### src/rtl/traffic_pkg.sv
// Shared types for the parametrised traffic-light controller: FSM state
// encoding and the {R,Y,G} lamp patterns.
package traffic_pkg;

  typedef enum logic [2:0] {
    MAIN_G = 3'd0,
    MAIN_Y = 3'd1,
    AR1    = 3'd2,
    WALK   = 3'd3,
    SIDE_G = 3'd4,
    SIDE_Y = 3'd5,
    AR2    = 3'd6
  } state_t;

  localparam logic [2:0] LIGHT_R = 3'b100;
  localparam logic [2:0] LIGHT_Y = 3'b010;
  localparam logic [2:0] LIGHT_G = 3'b001;

endpackage

### src/rtl/sec_tick_gen.sv
// Seconds prescaler: tick is high on the last clock of each TICK_DIV-cycle
// window. clr restarts the window so intervals align to state changes.
module sec_tick_gen #(
  parameter int TICK_DIV = 100000000
) (
  input  logic clk,
  input  logic reset,
  input  logic clr,
  output logic tick
);

  localparam int PW = (TICK_DIV > 1) ? $clog2(TICK_DIV) : 1;
  localparam logic [PW-1:0] LAST = PW'(TICK_DIV - 1);

  logic [PW-1:0] prescaler;

  assign tick = (prescaler == LAST);

  always_ff @(posedge clk or posedge reset) begin
    if (reset)              prescaler <= '0;
    else if (clr || tick)   prescaler <= '0;
    else                    prescaler <= prescaler + 1'b1;
  end

endmodule

### src/rtl/traffic_ctrl_param.sv
// Main/side/pedestrian traffic controller with configurable second-based
// timing, sensor-driven green extensions and optional all-red clearance.
module traffic_ctrl_param
  import traffic_pkg::*;
#(
  parameter int TICK_DIV = 100000000,
  parameter int T_BASE   = 6,
  parameter int T_EXT    = 3,
  parameter int MAX_EXT  = 1,
  parameter int T_YEL    = 2,
  parameter int T_WALK   = 3,
  parameter int T_ALLRED = 0
) (
  input  logic       clk,
  input  logic       reset,
  input  logic       sensor,
  input  logic       button_walk,
  output logic [2:0] light_main,
  output logic [2:0] light_side,
  output logic       light_walk,
  output logic       walk_pending
);

  localparam int M1   = (T_BASE > T_EXT) ? T_BASE : T_EXT;
  localparam int M2   = (M1 > T_YEL) ? M1 : T_YEL;
  localparam int M3   = (M2 > T_WALK) ? M2 : T_WALK;
  localparam int MAXD = (M3 > T_ALLRED) ? M3 : T_ALLRED;
  localparam int SW   = $clog2(MAXD + 1);
  localparam int EW   = (MAX_EXT > 0) ? $clog2(MAX_EXT + 1) : 1;

  state_t          state, state_nxt;
  logic [SW-1:0]   sec_cnt, dur;
  logic [EW-1:0]   ext_cnt;
  logic            tick, iv_end, is_green, extend;

  sec_tick_gen #(.TICK_DIV(TICK_DIV)) u_tick (
    .clk   (clk),
    .reset (reset),
    .clr   (iv_end),
    .tick  (tick)
  );

  always_comb begin
    dur = SW'(T_BASE);
    case (state)
      MAIN_G, SIDE_G: dur = (ext_cnt == '0) ? SW'(T_BASE) : SW'(T_EXT);
      MAIN_Y, SIDE_Y: dur = SW'(T_YEL);
      WALK:           dur = SW'(T_WALK);
      AR1, AR2:       dur = SW'(T_ALLRED);
      default:        dur = SW'(T_BASE);
    endcase
  end

  // Every interval end either changes state or starts an extension, so it
  // is also the timebase clear.
  assign iv_end   = tick && (sec_cnt == dur - SW'(1));
  assign is_green = (state == MAIN_G) || (state == SIDE_G);
  assign extend   = iv_end && is_green && sensor && (ext_cnt < EW'(MAX_EXT));

  always_comb begin
    state_nxt = state;
    if (iv_end && !extend) begin
      case (state)
        MAIN_G:  state_nxt = MAIN_Y;
        MAIN_Y:  state_nxt = (T_ALLRED != 0) ? AR1 : (walk_pending ? WALK : SIDE_G);
        AR1:     state_nxt = walk_pending ? WALK : SIDE_G;
        WALK:    state_nxt = SIDE_G;
        SIDE_G:  state_nxt = SIDE_Y;
        SIDE_Y:  state_nxt = (T_ALLRED != 0) ? AR2 : MAIN_G;
        AR2:     state_nxt = MAIN_G;
        default: state_nxt = MAIN_G;
      endcase
    end
  end

  always_ff @(posedge clk or posedge reset) begin
    if (reset) begin
      state        <= MAIN_G;
      sec_cnt      <= '0;
      ext_cnt      <= '0;
      walk_pending <= 1'b0;
    end else begin
      state <= state_nxt;

      if (iv_end)    sec_cnt <= '0;
      else if (tick) sec_cnt <= sec_cnt + 1'b1;

      if (extend)      ext_cnt <= ext_cnt + 1'b1;
      else if (iv_end) ext_cnt <= '0;

      // Entering WALK serves the request and beats a simultaneous press.
      if (iv_end && state_nxt == WALK)             walk_pending <= 1'b0;
      else if (button_walk && state != WALK)       walk_pending <= 1'b1;
    end
  end

  always_comb begin
    light_main = LIGHT_R;
    light_side = LIGHT_R;
    light_walk = 1'b0;
    case (state)
      MAIN_G:  light_main = LIGHT_G;
      MAIN_Y:  light_main = LIGHT_Y;
      SIDE_G:  light_side = LIGHT_G;
      SIDE_Y:  light_side = LIGHT_Y;
      WALK:    light_walk = 1'b1;
      default: ;
    endcase
  end

endmodule
### config.mk
export PLATFORM = sky130hd
export DESIGN_NAME = traffic_ctrl_param
export DESIGN_NICKNAME = d
export VERILOG_FILES = /design/src/rtl/traffic_pkg.sv /design/src/rtl/sec_tick_gen.sv /design/src/rtl/traffic_ctrl_param.sv
export SDC_FILE = /design/constraint.sdc
export NUM_CORES = 1
export LEC_CHECK = 0
export CAP_MARGIN = 40
export CORE_MARGIN = 10
export CORE_UTILIZATION = 50
export CTS_CLUSTER_SIZE = 8
export DETAILED_ROUTE_END_ITERATION = 8
export PLACE_DENSITY = 0.77
export SKIP_CTS_REPAIR_TIMING = 1
export SLEW_MARGIN = 20
export SYNTH_ARGS = -nofsm -noshare
export SYNTH_HDL_FRONTEND = slang
export SYNTH_HIERARCHICAL = 1
export SYNTH_SLANG_ARGS = --single-unit
### constraint.sdc
create_clock -name clk -period 3.85 [get_ports clk]
set_input_delay 0.5775 -clock clk [delete_from_list [all_inputs] [get_ports clk]]
set_output_delay 0.5775 -clock clk [all_outputs]
set_load 0.05 [all_outputs]
Word-level counts from Yosys, hierarchy flattened
Index checks and enable logic that the tools add are counted.

storage, ports and cells
  register bits = 35
  bits in latches = 0
  RAM bits = 0
  memory bits (read-only) = 0
  output and inout port bits = 8
  logic and storage cells = 53
  memories = 0

operators by class
  add/subtract/negate cells = 4
  multiply operators = 0
  div/mod/pow operators = 0
  order comparisons = 1
  equality and inequality tests = 10
  shift-type cells = 0
  mux-type cells = 15
  bitwise operators = 0
  reduce and logical (&&, ||, !) cells = 18

operators with widths
  operator                                                            number
  27-bit by 1-bit adder with 27-bit output, second input constant     1
  27-bit == test, second input constant                               1
  27-bit two-way mux                                                  1
  3-bit one-hot mux with 4 select lines                               2
  3-bit two-way mux                                                   5
  3-bit one-hot mux with 2 select lines                               2
  3-bit by 2-bit == test with 1-bit output, second input constant     3
  3-bit == test, second input constant                                3
  2-bit OR reduction                                                  4
  1-bit logical AND                                                   7
  2-bit nonzero test                                                  3
  1-bit two-way mux                                                   5
  3-bit by 1-bit adder with 3-bit output, second input constant       1
  3-bit by 1-bit == test with 1-bit output, second input constant     1
  3-bit == test                                                       1
  3-bit zero test                                                     1
  3-bit by 2-bit != test with 1-bit output, second input constant     1
  3-bit by 1-bit subtractor with 3-bit output, second input constant  1
  1-bit logical OR                                                    2
  1-bit adder, second input constant                                  1
  1-bit zero test                                                     1
  1-bit less-than comparator, second input constant                   1

Longest topological paths before layout
Gate-level depths: netlist (run 1).

  depth in word-level cells = 15
  depth in mapped cells = 12
  gate-level depth less buffers = 10

By module
The synthesis (run 1) kept the hierarchy.

by module, submodules not included
  module              instances  cells each  area each (um^2)  sequential area each (um^2)
  sec_tick_gen        1          154         1473.9            675.6
  traffic_ctrl_param  1          66          598.1             200.2

Least setup slack after synthesis (run 1)
OpenSTA, ideal clock, no wires.

  path type = register to register
  from = reg u_tick.prescaler[0]
  to = reg u_tick.prescaler[23]
  arrival time = 3198 ps
  required time = 3720 ps
  path slack = 522 ps
  stages on the path, launching flop included = 13
  path buffers = 2
  period minus slack after synthesis = 3328 ps
  cell sequence = dfrtp_1 -> ha_1 -> nand2_1 -> or3_1 -> nor4_1 -> nand2_1 -> or4b_4 -> a211oi_4 -> buf_6 -> inv_1 -> o41ai_4 -> buf_4 -> a21oi_1

on the way
  longest elaborated chain between the ends = 4
  elaborated cells on any way between the ends = 5
  those cells by class = add/sub (1); eq/ne (1); mux (1); reduce/logical (2)

ends and longest elaborated chain
  item                    line                      text
  from (decl)             sec_tick_gen.sv:15        logic [PW-1:0] prescaler;
  from (signal assigned)  sec_tick_gen.sv:22        else prescaler <= prescaler + 1'b1;
  27-bit == test          sec_tick_gen.sv:17        assign tick = (prescaler == LAST);
  net tick                traffic_ctrl_param.sv:34  logic tick, iv_end, is_green, extend;
  1-bit logical AND       traffic_ctrl_param.sv:56  assign iv_end = tick && (sec_cnt == dur - SW'(1));
  net iv_end              traffic_ctrl_param.sv:34
  1-bit logical OR        sec_tick_gen.sv:21        else if (clr || tick) prescaler <= '0;
  27-bit two-way mux      sec_tick_gen.sv:21

The timed path passes the listed nets, and every way through them passes these cells.
A chain may end at the register's enable or synchronous reset.

Worst setup path in the final report (run 1)
  from = reg u_tick.prescaler[0]
  to = reg u_tick.prescaler[9]

on the way
  longest elaborated chain between the ends = 4
  elaborated cells on any way between the ends = 5
  those cells by class = add/sub (1); eq/ne (1); mux (1); reduce/logical (2)

ends and longest elaborated chain
  item                    line
  27-bit == test (*)      sec_tick_gen.sv:17
  net tick                traffic_ctrl_param.sv:34
  1-bit logical AND       traffic_ctrl_param.sv:56
  1-bit logical OR (*)    sec_tick_gen.sv:21
  27-bit two-way mux (*)  sec_tick_gen.sv:21

Mark *: on every way through the listed nets, which the timed path passes. The rest lies on a longest branch.

==> flow_summary.json, run 1 <==
{
  "ys_dominant_reg_cell": "dfrtp_1",
  "cp.arrival_ps": 3410,
  "layoutNonFillerInstCount": 283,
  "clock.fmax_ghz": 0.3079,
  "htree_levels": 2,
  "drv_cap": 0,
  "grtUsageMet1_pct": 13.89,
  "cts_tree": "yes",
  "gp_congestion": 0.7612,
  "ys_seq_area_share_pct": 42.27,
  "drtAntennaViolNets": 0,
  "layout-drive-gt1-share_pct": 12.45,
  "hpwlAfterDp_mm": 2.909,
  "synth_common_cells": "35 x dfrtp_1, 17 x a21oi_1, 17 x nor2_1",
  "grt_use_met3_pct": 2.609,
  "grt.busiest_layer": "met2",
  "avgSynthCellArea_um2": 9.418,
  "dieArea_um2": 7119,
  "vias": 1637,
  "post-route-period-util_pct": 84.36,
  "ios": 12,
  "setup_viol": 0,
  "core.rowCount": 23,
  "clk_pin_slew_ps": 70,
  "ys_ff_latch": 35,
  "timing.slew.headroom_pct": 60.08,
  "synth_edf_count": 0,
  "synth_top_area_share_pct": 42.27,
  "required_ps": 4020,
  "finalSetupTns_ps": 0,
  "grt_pass1_vias": 1608,
  "finalMaxSlewViolations": 0,
  "yosysMostFrequentCell": "dfrtp_1",
  "wl_per_cell_um": 14.04,
  "clock_sinks": 35,
  "dr.pass1.iters": 4,
  "hold_viol": 0,
  "antennaDiodeCount": 0,
  "die_x_um": 84.38,
  "netlist-cell-type-count": 48,
  "power_density_nw_per_um2": 306.8,
  "synth_top_cell_by_area": "dfrtp_1",
  "syn_inst": 220,
  "clockBufferDepth": 2,
  "worst-path-max-fanout": 15,
  "worst_slew_pin_slew_ps": 596.7,
  "dpl.cell_count": 275,
  "crit_start": "u_tick/prescaler[0]",
  "drc_errors": 0,
  "clkLatencyLatePin_ps": 280,
  "cp-start-kind": "flip-flop",
  "grt_max_degree": 21,
  "grtUsageTotal_pct": 11.46,
  "port_buffers": 11,
  "nFillCells": 345,
  "r2r-start": "u_tick/prescaler[0]",
  "yosys_warnings": 6,
  "grt_pass1_wl_mm": 7.148,
  "endpoint": "u_tick/prescaler[9]",
  "clock_skew_ps": 4.524,
  "endpoint_kind": "flip-flop",
  "drtIter0Drc": 58,
  "outcome": "finished clean",
  "reg2reg_slack_ps": 600,
  "syn_area_um2": 2072,
  "r2r_cells": 12,
  "max-vdd-ir-drop_uv": 201.2,
  "grtUsageMet2_pct": 19.78,
  "gr-total-overflow": 0,
  "synthArstFlopShare_pct": 100.0,
  "rsz0062_at_grt": "false",
  "fin_nets": 239,
  "cts-buffers-inserted": 5,
  "hold_class": "reg2reg",
  "grt_antenna_before_repair": 0,
  "r2r-end": "u_tick/prescaler[9]",
  "die_h_um": 84.38,
  "root_buffer": "clkbuf_8",
  "period_minus_slack_ps": 3248,
  "vias_per_cell": 5.784,
  "leakage_nw": 0.9414,
  "wirelength_mm": 3.972,
  "core_um2": 4000,
  "syn_nets": 227,
  "start_util_pct": 51.80,
  "critPathKind": "reg2reg",
  "area_growth_pct": 12.44,
  "synth_area_leaders": "dfrtp_1 42%, a21oi_1 4.1%, o31ai_1 4.0%"
}
## metal layers
metal,routed length (um),share of wire [%]
met5,0,0
met4,31,0.78
met3,130,3.3
met2,1986,50
met1,1824,46
## worst min path at each step
stage / startpoint / endpoint / slack (ps) / cells after the start
5_1_grt: u_tick/prescaler[0] / u_tick/prescaler[0] / 570 / 1
3_3_place_gp: u_tick/prescaler[0] / u_tick/prescaler[0] / 490 / 1
6_report: u_tick/prescaler[0] / u_tick/prescaler[0] / 510 / 1
2_1_floorplan: reset / ext_cnt / 390 / 1
3_5_place_dp: u_tick/prescaler[0] / u_tick/prescaler[0] / 500 / 1
4_1_cts: u_tick/prescaler[0] / u_tick/prescaler[0] / 510 / 1
## state kept, by name, summed over array words and instances, names as in the netlist
name,flops
state,3
ext_cnt,1
sec_cnt,3
walk_pending,1
u_tick/prescaler,27
## layout by cell type (no fill, tap or decap), drive strengths merged, types with 3 or more instances in the layout
cell type      instances
nand4                  5
inv                   13
ha                     3
or4                   11
a21oi                 17
o31ai                 11
o21ai                  6
clkbuf                 6
clkdlybuf4s50         11
nor3                   4
or3                    6
nand2                 17
dfrtp                 35
nand3                 10
xor2                   7
nand2b                 3
buf                    4
nor2b                  3
nor4                   4
and2                   3
or2                    5
xnor2                  6
nor2                  17
## stage by stage
stage	power (mW)	setup slack (ps)	area (um2)	hold WS (ps)	utilization, %
after floorplan	0.3804	522.4	2072	393.2	-
after global routing	0.7418	267.4	2330	567.2	58.24
final	0.7149	602.1	2330	513.4	58.24
after global placement	0.3859	703.1	2197	492.2	54.93
after CTS	0.7221	597.0	2330	512.1	58.24
after detailed placement	0.3876	618.1	2212	502.3	55.30
## final cells by class
cell class	count	area (um2)	area share (%)
Clock buffer	6	82.58	3.545
Inverter	13	48.80	2.095
Multi-Input combinational cell	162	1077	46.24
Tap cell	50	62.56	2.685
Clock inverter	2	35.03	1.504
Sequential cell	35	875.8	37.59
Timing Repair Buffer	15	147.6	6.337
## where the power goes
| group | internal [mW] | leakage (nW) | switching [mW] |
|---|---|---|---|
| clock network | 0.209 | 0.0612 | 0.126 |
| logic | 0.00431 | 0.416 | 0.00809 |
| registers | 0.368 | 0.464 | 0.0000000000000000489 |
## logic make-up (layout without fill, tap and decap cells)
kind of cell    after synthesis  in the layout  share of synthesized area, %
simple gates                101            101                         29.17
fa+ha+maj                     3              3                         1.812
compound gates               43             43                         14.49
xor+xnor                     13             13                         5.495
flops                        35             35                         42.27
mux                           2              2                         1.027
buf+inv                      23             36                         5.737
## critical path: stages, from the launching register on
cell and delay [ps]:
dfrtp_1 410, ha_1 270, nand2_1 140, or3_1 400, nor4_1 300, buf_4 190
nand2_1 60, or4b_4 500, a211oi_4 260, inv_1 100, o41ai_4 120, buf_4 310
nor2_1 70
Note: power is estimated with default switching activity, not from simulation.
==> inputs of run 2 (changes only) <==
==> constraint.sdc (replaced) <==
create_clock -name clk -period 3.07 [get_ports clk]
set_input_delay 0.4605 -clock clk [delete_from_list [all_inputs] [get_ports clk]]
set_output_delay 0.4605 -clock clk [all_outputs]
set_load 0.05 [all_outputs]
==> run 2 against run 1 <==
Compared with the run above: fmax grew 14%; sequential share of layout area fell by 1.1 points; cell count increased by 4.2%; first-iteration DRC count is 100% higher; via count grew 3.2%; count of clock-buffer cells in the layout unchanged; critical endpoint is now u_tick/prescaler[14]; largest cell class unchanged.
==> flow_summary.json, run 2 (synthesized netlist as in run 1, its figures left out) <==
{
  "required_ps": 3220,
  "total_power_mw": 0.7723,
  "area_growth_pct": 15.70,
  "wirelength_mm": 4.190,
  "setup_viol": 0,
  "clockBufferDepth": 2,
  "worst_slew_pin_slew_ps": 868.2,
  "grtUsageTotal_pct": 11.99,
  "postLayoutCellArea_um2": 2397,
  "drtIter0Drc": 116,
  "gp_congestion": 0.7605,
  "finalMaxSlewViolations": 0,
  "clock_sinks": 35,
  "max-vdd-ir-drop_uv": 257.8,
  "clock_skew_ps": 6.530,
  "port_buffers": 11,
  "cp-start-kind": "flip-flop",
  "post-route-period-util_pct": 92.92,
  "endpoint": "u_tick/prescaler[14]",
  "die_h_um": 84.38,
  "largest_reg_flops": 27,
  "drtAntennaViolNets": 0,
  "r2r-start": "state[1]",
  "nFillCells": 351,
  "fin_nets": 253,
  "cts-buffers-inserted": 5,
  "cp.arrival_ps": 3000,
  "layout-drive-gt1-share_pct": 16.73,
  "mostFrequentLayoutCells": "35 x dfrtp_1, 18 x buf_4, 17 x a21oi_1, 17 x nor2_1, 16 x nand2_1",
  "place_area_um2": 2325,
  "hpwlAfterDp_mm": 3.024,
  "drv_cap": 0,
  "fin_util_pct": 59.93,
  "timing.hold.ws_ps": 460.8,
  "die_x_um": 84.38,
  "start_util_pct": 51.80,
  "clk_pin_slew_ps": 70,
  "r2r-end": "u_tick/prescaler[14]",
  "critPathKind": "reg2reg",
  "grt_antenna_before_repair": 0,
  "power_density_nw_per_um2": 322.2,
  "leakage_nw": 1.000,
  "clkLatencyLatePin_ps": 280,
  "layout_commonest_cell": "dfrtp_1",
  "antennaDiodeCount": 0,
  "reg_top3": "u_tick/prescaler: 27 flops, sec_cnt: 3 flops, state: 3 flops",
  "gr-total-overflow": 0,
  "period_minus_slack_ps": 2853,
  "core.rowCount": 23,
  "hold_class": "in2async",
  "grt_pass1_vias": 1568,
  "vias": 1689,
  "reg2reg_slack_ps": 220,
  "hold_viol": 0,
  "outcome": "finished clean",
  "ios": 12,
  "rsz0062_at_grt": "false",
  "root_buffer": "clkbuf_8",
  "wl_per_cell_um": 14.20,
  "dr.pass1.iters": 4,
  "cts_tree": "yes",
  "regMostFlops": "u_tick/prescaler",
  "worst-path-max-fanout": 14,
  "finalSetupTns_ps": 0,
  "grt_max_degree": 28,
  "drc_errors": 0,
  "r2r_cells": 10,
  "timing.slew.headroom_pct": 41.92,
  "core_um2": 4000,
  "dieArea_um2": 7119,
  "endpoint_kind": "flip-flop",
  "grt_pass1_wl_mm": 7.293,
  "crit_start": "state[1]",
  "htree_levels": 2,
  "vias_per_cell": 5.725,
  "clock.fmax_ghz": 0.3505
}
run 2: cell count changes in the layout (fill, tap and decap cells not counted):
| cell | previous run | this run |
|---|---|---|
| clkbuf_1 | 0 | 1 |
| bufinv_16 | 1 | 0 |
| clkbuf_8 | 6 | 5 |
| nor4_4 | 0 | 1 |
| buf_8 | 1 | 0 |
| clkinv_2 | 1 | 0 |
| nor4_1 | 4 | 3 |
| buf_4 | 3 | 18 |
run 2: report_power, final:
part / internal, mW / switching (mW)
sequential: 0.461 / 0.0000000000000000531
clock: 0.151 / 0.146
combinational: 0.00450 / 0.00970
run 2: worst min-delay path by stage:
stage	to	depth (start not counted)
detailed placement	u_tick/prescaler[0]	1
floorplan	ext_cnt	1
finish	walk_pending	2
CTS	walk_pending	2
global route	state[1]	2
global placement	u_tick/prescaler[0]	1
run 2: critical path: stages, from the launching register on:
cell      delay, ps
dfrtp_1         450
nor3b_1         380
nor2_1           80
ha_1            310
xor2_1          170
or4b_4          500
a211oi_4        250
inv_1           100
o41ai_4         160
buf_4           270
a21oi_1          50
run 2: final cells by class:
type	count	area, um2	area share [%]
Inverter	13	48.80	2.035
Sequential cell	35	875.8	36.53
Timing Repair Buffer	29	245.2	10.23
Multi-Input combinational cell	162	1092	45.56
Tap cell	50	62.56	2.610
Clock buffer	6	72.57	3.027
run 2: through the flow:
stage	instances	setup WS [ps]
2_1_floorplan	220	45.60
3_3_place_gp	289	273.4
3_5_place_dp	289	252.2
4_1_cts	295	228.9
5_1_grt	295	3.146
6_report	295	217.2
run 2: metal layers:
metal  GRT usage, %  share of wire, %  vias to the layer above
li1               -                 -                      853
met1          14.79                46                      810
met2          19.71                49                       21
met3          3.382               3.3                        5
met4          3.743              0.79                        0
met5              0                 0                        -
==> inputs of run 3 (changes only) <==
--- a/config.mk
+++ b/config.mk
@@ -5,15 +5,15 @@
 export SDC_FILE = /design/constraint.sdc
 export NUM_CORES = 1
 export LEC_CHECK = 0
+export ABC_AREA = 1
 export CAP_MARGIN = 40
 export CORE_MARGIN = 10
 export CORE_UTILIZATION = 50
 export CTS_CLUSTER_SIZE = 8
 export DETAILED_ROUTE_END_ITERATION = 8
-export PLACE_DENSITY = 0.77
+export PLACE_DENSITY = 0.76
 export SKIP_CTS_REPAIR_TIMING = 1
 export SLEW_MARGIN = 20
 export SYNTH_ARGS = -nofsm -noshare
 export SYNTH_HDL_FRONTEND = slang
-export SYNTH_HIERARCHICAL = 1
 export SYNTH_SLANG_ARGS = --single-unit
==> run 3 against run 2 <==
Compared with the run above: power rose by 8.4%; sequential power about the same; clock power rose by 22%; cell area is 7.6% higher; worst setup slack improved by 360 ps; critical endpoint is now light_side[0]; largest cell class unchanged.
==> flow_summary.json, run 3 <==
{
  "cts-buffers-inserted": 5,
  "largest_reg_flops": 27,
  "r2r-end": "walk_pending",
  "dieArea_um2": 7755,
  "yosys_warnings": 0,
  "dr.pass1.iters": 4,
  "htree_levels": 2,
  "die_x_um": 88.06,
  "post-route-period-util_pct": 81.12,
  "max-vdd-ir-drop_uv": 290.8,
  "syn_nets": 303,
  "fin_nets": 321,
  "drv_cap": 0,
  "nFillCells": 397,
  "drtIter0Drc": 115,
  "place_ws_ps": 866.7,
  "r2r_cells": 15,
  "ios": 12,
  "cp.arrival_ps": 2030,
  "cts_tree": "yes",
  "period_minus_slack_ps": 2490,
  "synth_area_leaders": "dfrtp_1 38%, nand2_1 9.9%, xor2_1 8.3%",
  "timing.hold.ws_ps": 492.0,
  "reg_top3": "u_tick.prescaler: 27 flops, sec_cnt: 3 flops, state: 3 flops",
  "reg2reg_slack_ps": 1040,
  "fin_ws_ps": 579.7,
  "grt_antenna_before_repair": 0,
  "finalMaxSlewViolations": 0,
  "clock.fmax_ghz": 0.4016,
  "synth_top_cell_by_area": "dfrtp_1",
  "vias_per_cell": 5.120,
  "gp_congestion": 0.9408,
  "clock_skew_ps": 5.394,
  "power_density_nw_per_um2": 324.6,
  "avgSynthCellArea_um2": 7.824,
  "whs_path_depth": 1,
  "drtAntennaViolNets": 0,
  "layout_commonest_cell": "nand2_1",
  "regMostFlops": "u_tick.prescaler",
  "clk_pin_slew_ps": 70,
  "wl_per_cell_um": 12.57,
  "synth_edf_count": 0,
  "hold_viol": 0,
  "area_growth_pct": 11.35,
  "endpoint_kind": "output port",
  "synth_top_area_share_pct": 37.82,
  "grt_max_degree": 36,
  "ys_seq_area_share_pct": 37.82,
  "rsz0062_at_grt": "false",
  "dpl.cell_count": 359,
  "core_um2": 4414,
  "core.rowCount": 24,
  "drc_errors": 0,
  "grtUsageTotal_pct": 12.86,
  "synthArstFlopShare_pct": 100.0,
  "setup_viol": 0,
  "worst_slew_pin_slew_ps": 503.9,
  "layoutNonFillerInstCount": 367,
  "synth_common_cells": "61 x nand2_1, 47 x inv_1, 38 x nor2_1",
  "root_buffer": "clkbuf_8",
  "whs_endpoint": "u_tick.prescaler[6]",
  "clkLatencyLatePin_ps": 280,
  "hpwlAfterDp_mm": 3.590,
  "mostFrequentLayoutCells": "61 x nand2_1, 47 x inv_1, 38 x nor2_1, 35 x dfrtp_1, 22 x xor2_1",
  "ys_dominant_reg_cell": "dfrtp_1",
  "hold_class": "reg2reg",
  "outcome": "finished clean",
  "r2r-start": "state[1]",
  "gr-total-overflow": 0,
  "grt_pass1_wl_mm": 8.086,
  "wirelength_mm": 4.614,
  "clock_sinks": 35,
  "start_util_pct": 52.47,
  "leakage_nw": 1.314,
  "worst-path-max-fanout": 6,
  "timing.slew.headroom_pct": 66.30,
  "hp-start": "u_tick.prescaler[6]",
  "netlist-cell-type-count": 28,
  "grt_pass1_vias": 1820,
  "required_ps": 2610,
  "finalSetupTns_ps": 0,
  "vias": 1879,
  "layout-drive-gt1-share_pct": 16.51,
  "syn_inst": 296,
  "yosysMostFrequentCell": "nand2_1",
  "cp-start-kind": "flip-flop",
  "antennaDiodeCount": 0,
  "port_buffers": 11,
  "die_h_um": 88.06,
  "critPathKind": "reg2out",
  "syn_area_um2": 2316,
  "clockBufferDepth": 2,
  "ys_ff_latch": 35
}
[run 3: cell count changes in the layout (fill, tap and decap cells not counted), moves of 10 or more]
cell	previous run	this run
nand2_1	16	61
inv_1	13	47
nor2_1	17	38
buf_4	18	1
xor2_1	7	22
a21oi_1	17	4
nor2_2	0	11
o31ai_1	11	0
or4_1	10	0
[run 3: kinds of logic after synthesis]
logic type	count (synthesis)	synth area share, %
xor+xnor	24	9.076
buf+inv	55	9.670
simple gates	171	39.98
fa+ha+maj	3	1.621
flops	35	37.82
compound gates	8	1.837
[run 3: how the worst max path moves through the flow]
| stage | start | endpoint | depth (start not counted) |
|---|---|---|---|
| after floorplan | state[1] | light_side[0] | 3 |
| after global placement | state[1] | light_side[0] | 4 |
| after detailed placement | state[1] | light_side[0] | 4 |
| after CTS | state[1] | light_side[0] | 4 |
| after global routing | state[0] | light_side[0] | 4 |
| final | state[1] | light_side[0] | 4 |
[run 3: layout make-up]
| class | instances | area, um2 | area share (%) |
|---|---|---|---|
| multi-input cells | 206 | 1216 | 47.16 |
| flip-flops and latches | 35 | 875.8 | 33.96 |
| inverters | 54 | 203.9 | 7.909 |
| repair buffers | 12 | 117.6 | 4.561 |
| clock buffers | 8 | 100.1 | 3.882 |
| well taps | 52 | 65.06 | 2.523 |
[run 3: metrics by stage]
stage	cell area, um2	power [mW]	util (%)
final	2579	0.8370	58.42
after global routing	2579	0.8742	58.42
after CTS	2579	0.8492	58.42
after detailed placement	2479	0.4842	56.15
after global placement	2479	0.4842	56.15
after floorplan	2316	0.4768	-
[run 3: power breakdown]
| part | total [mW] | switching [mW] | internal, mW |
|---|---|---|---|
| Sequential | 0.461 | 0 | 0.461 |
| Combinational | 0.0137 | 0.00931 | 0.00439 |
| Clock | 0.362 | 0.158 | 0.205 |
[run 3: metal layers]
metal	part of all wire (%)	GRT usage [%]
met4	0.78	3.138
met3	3.6	2.786
met1	48	17.02
met5	0	0
met2	47	20.83
[run 3: critical path, stage by stage, from the launching register on]
cell and delay [ps]:
dfrtp_1 460, nor2_4 210, inv_1 120, nor2_1 140, clkdlybuf4s50_1 820
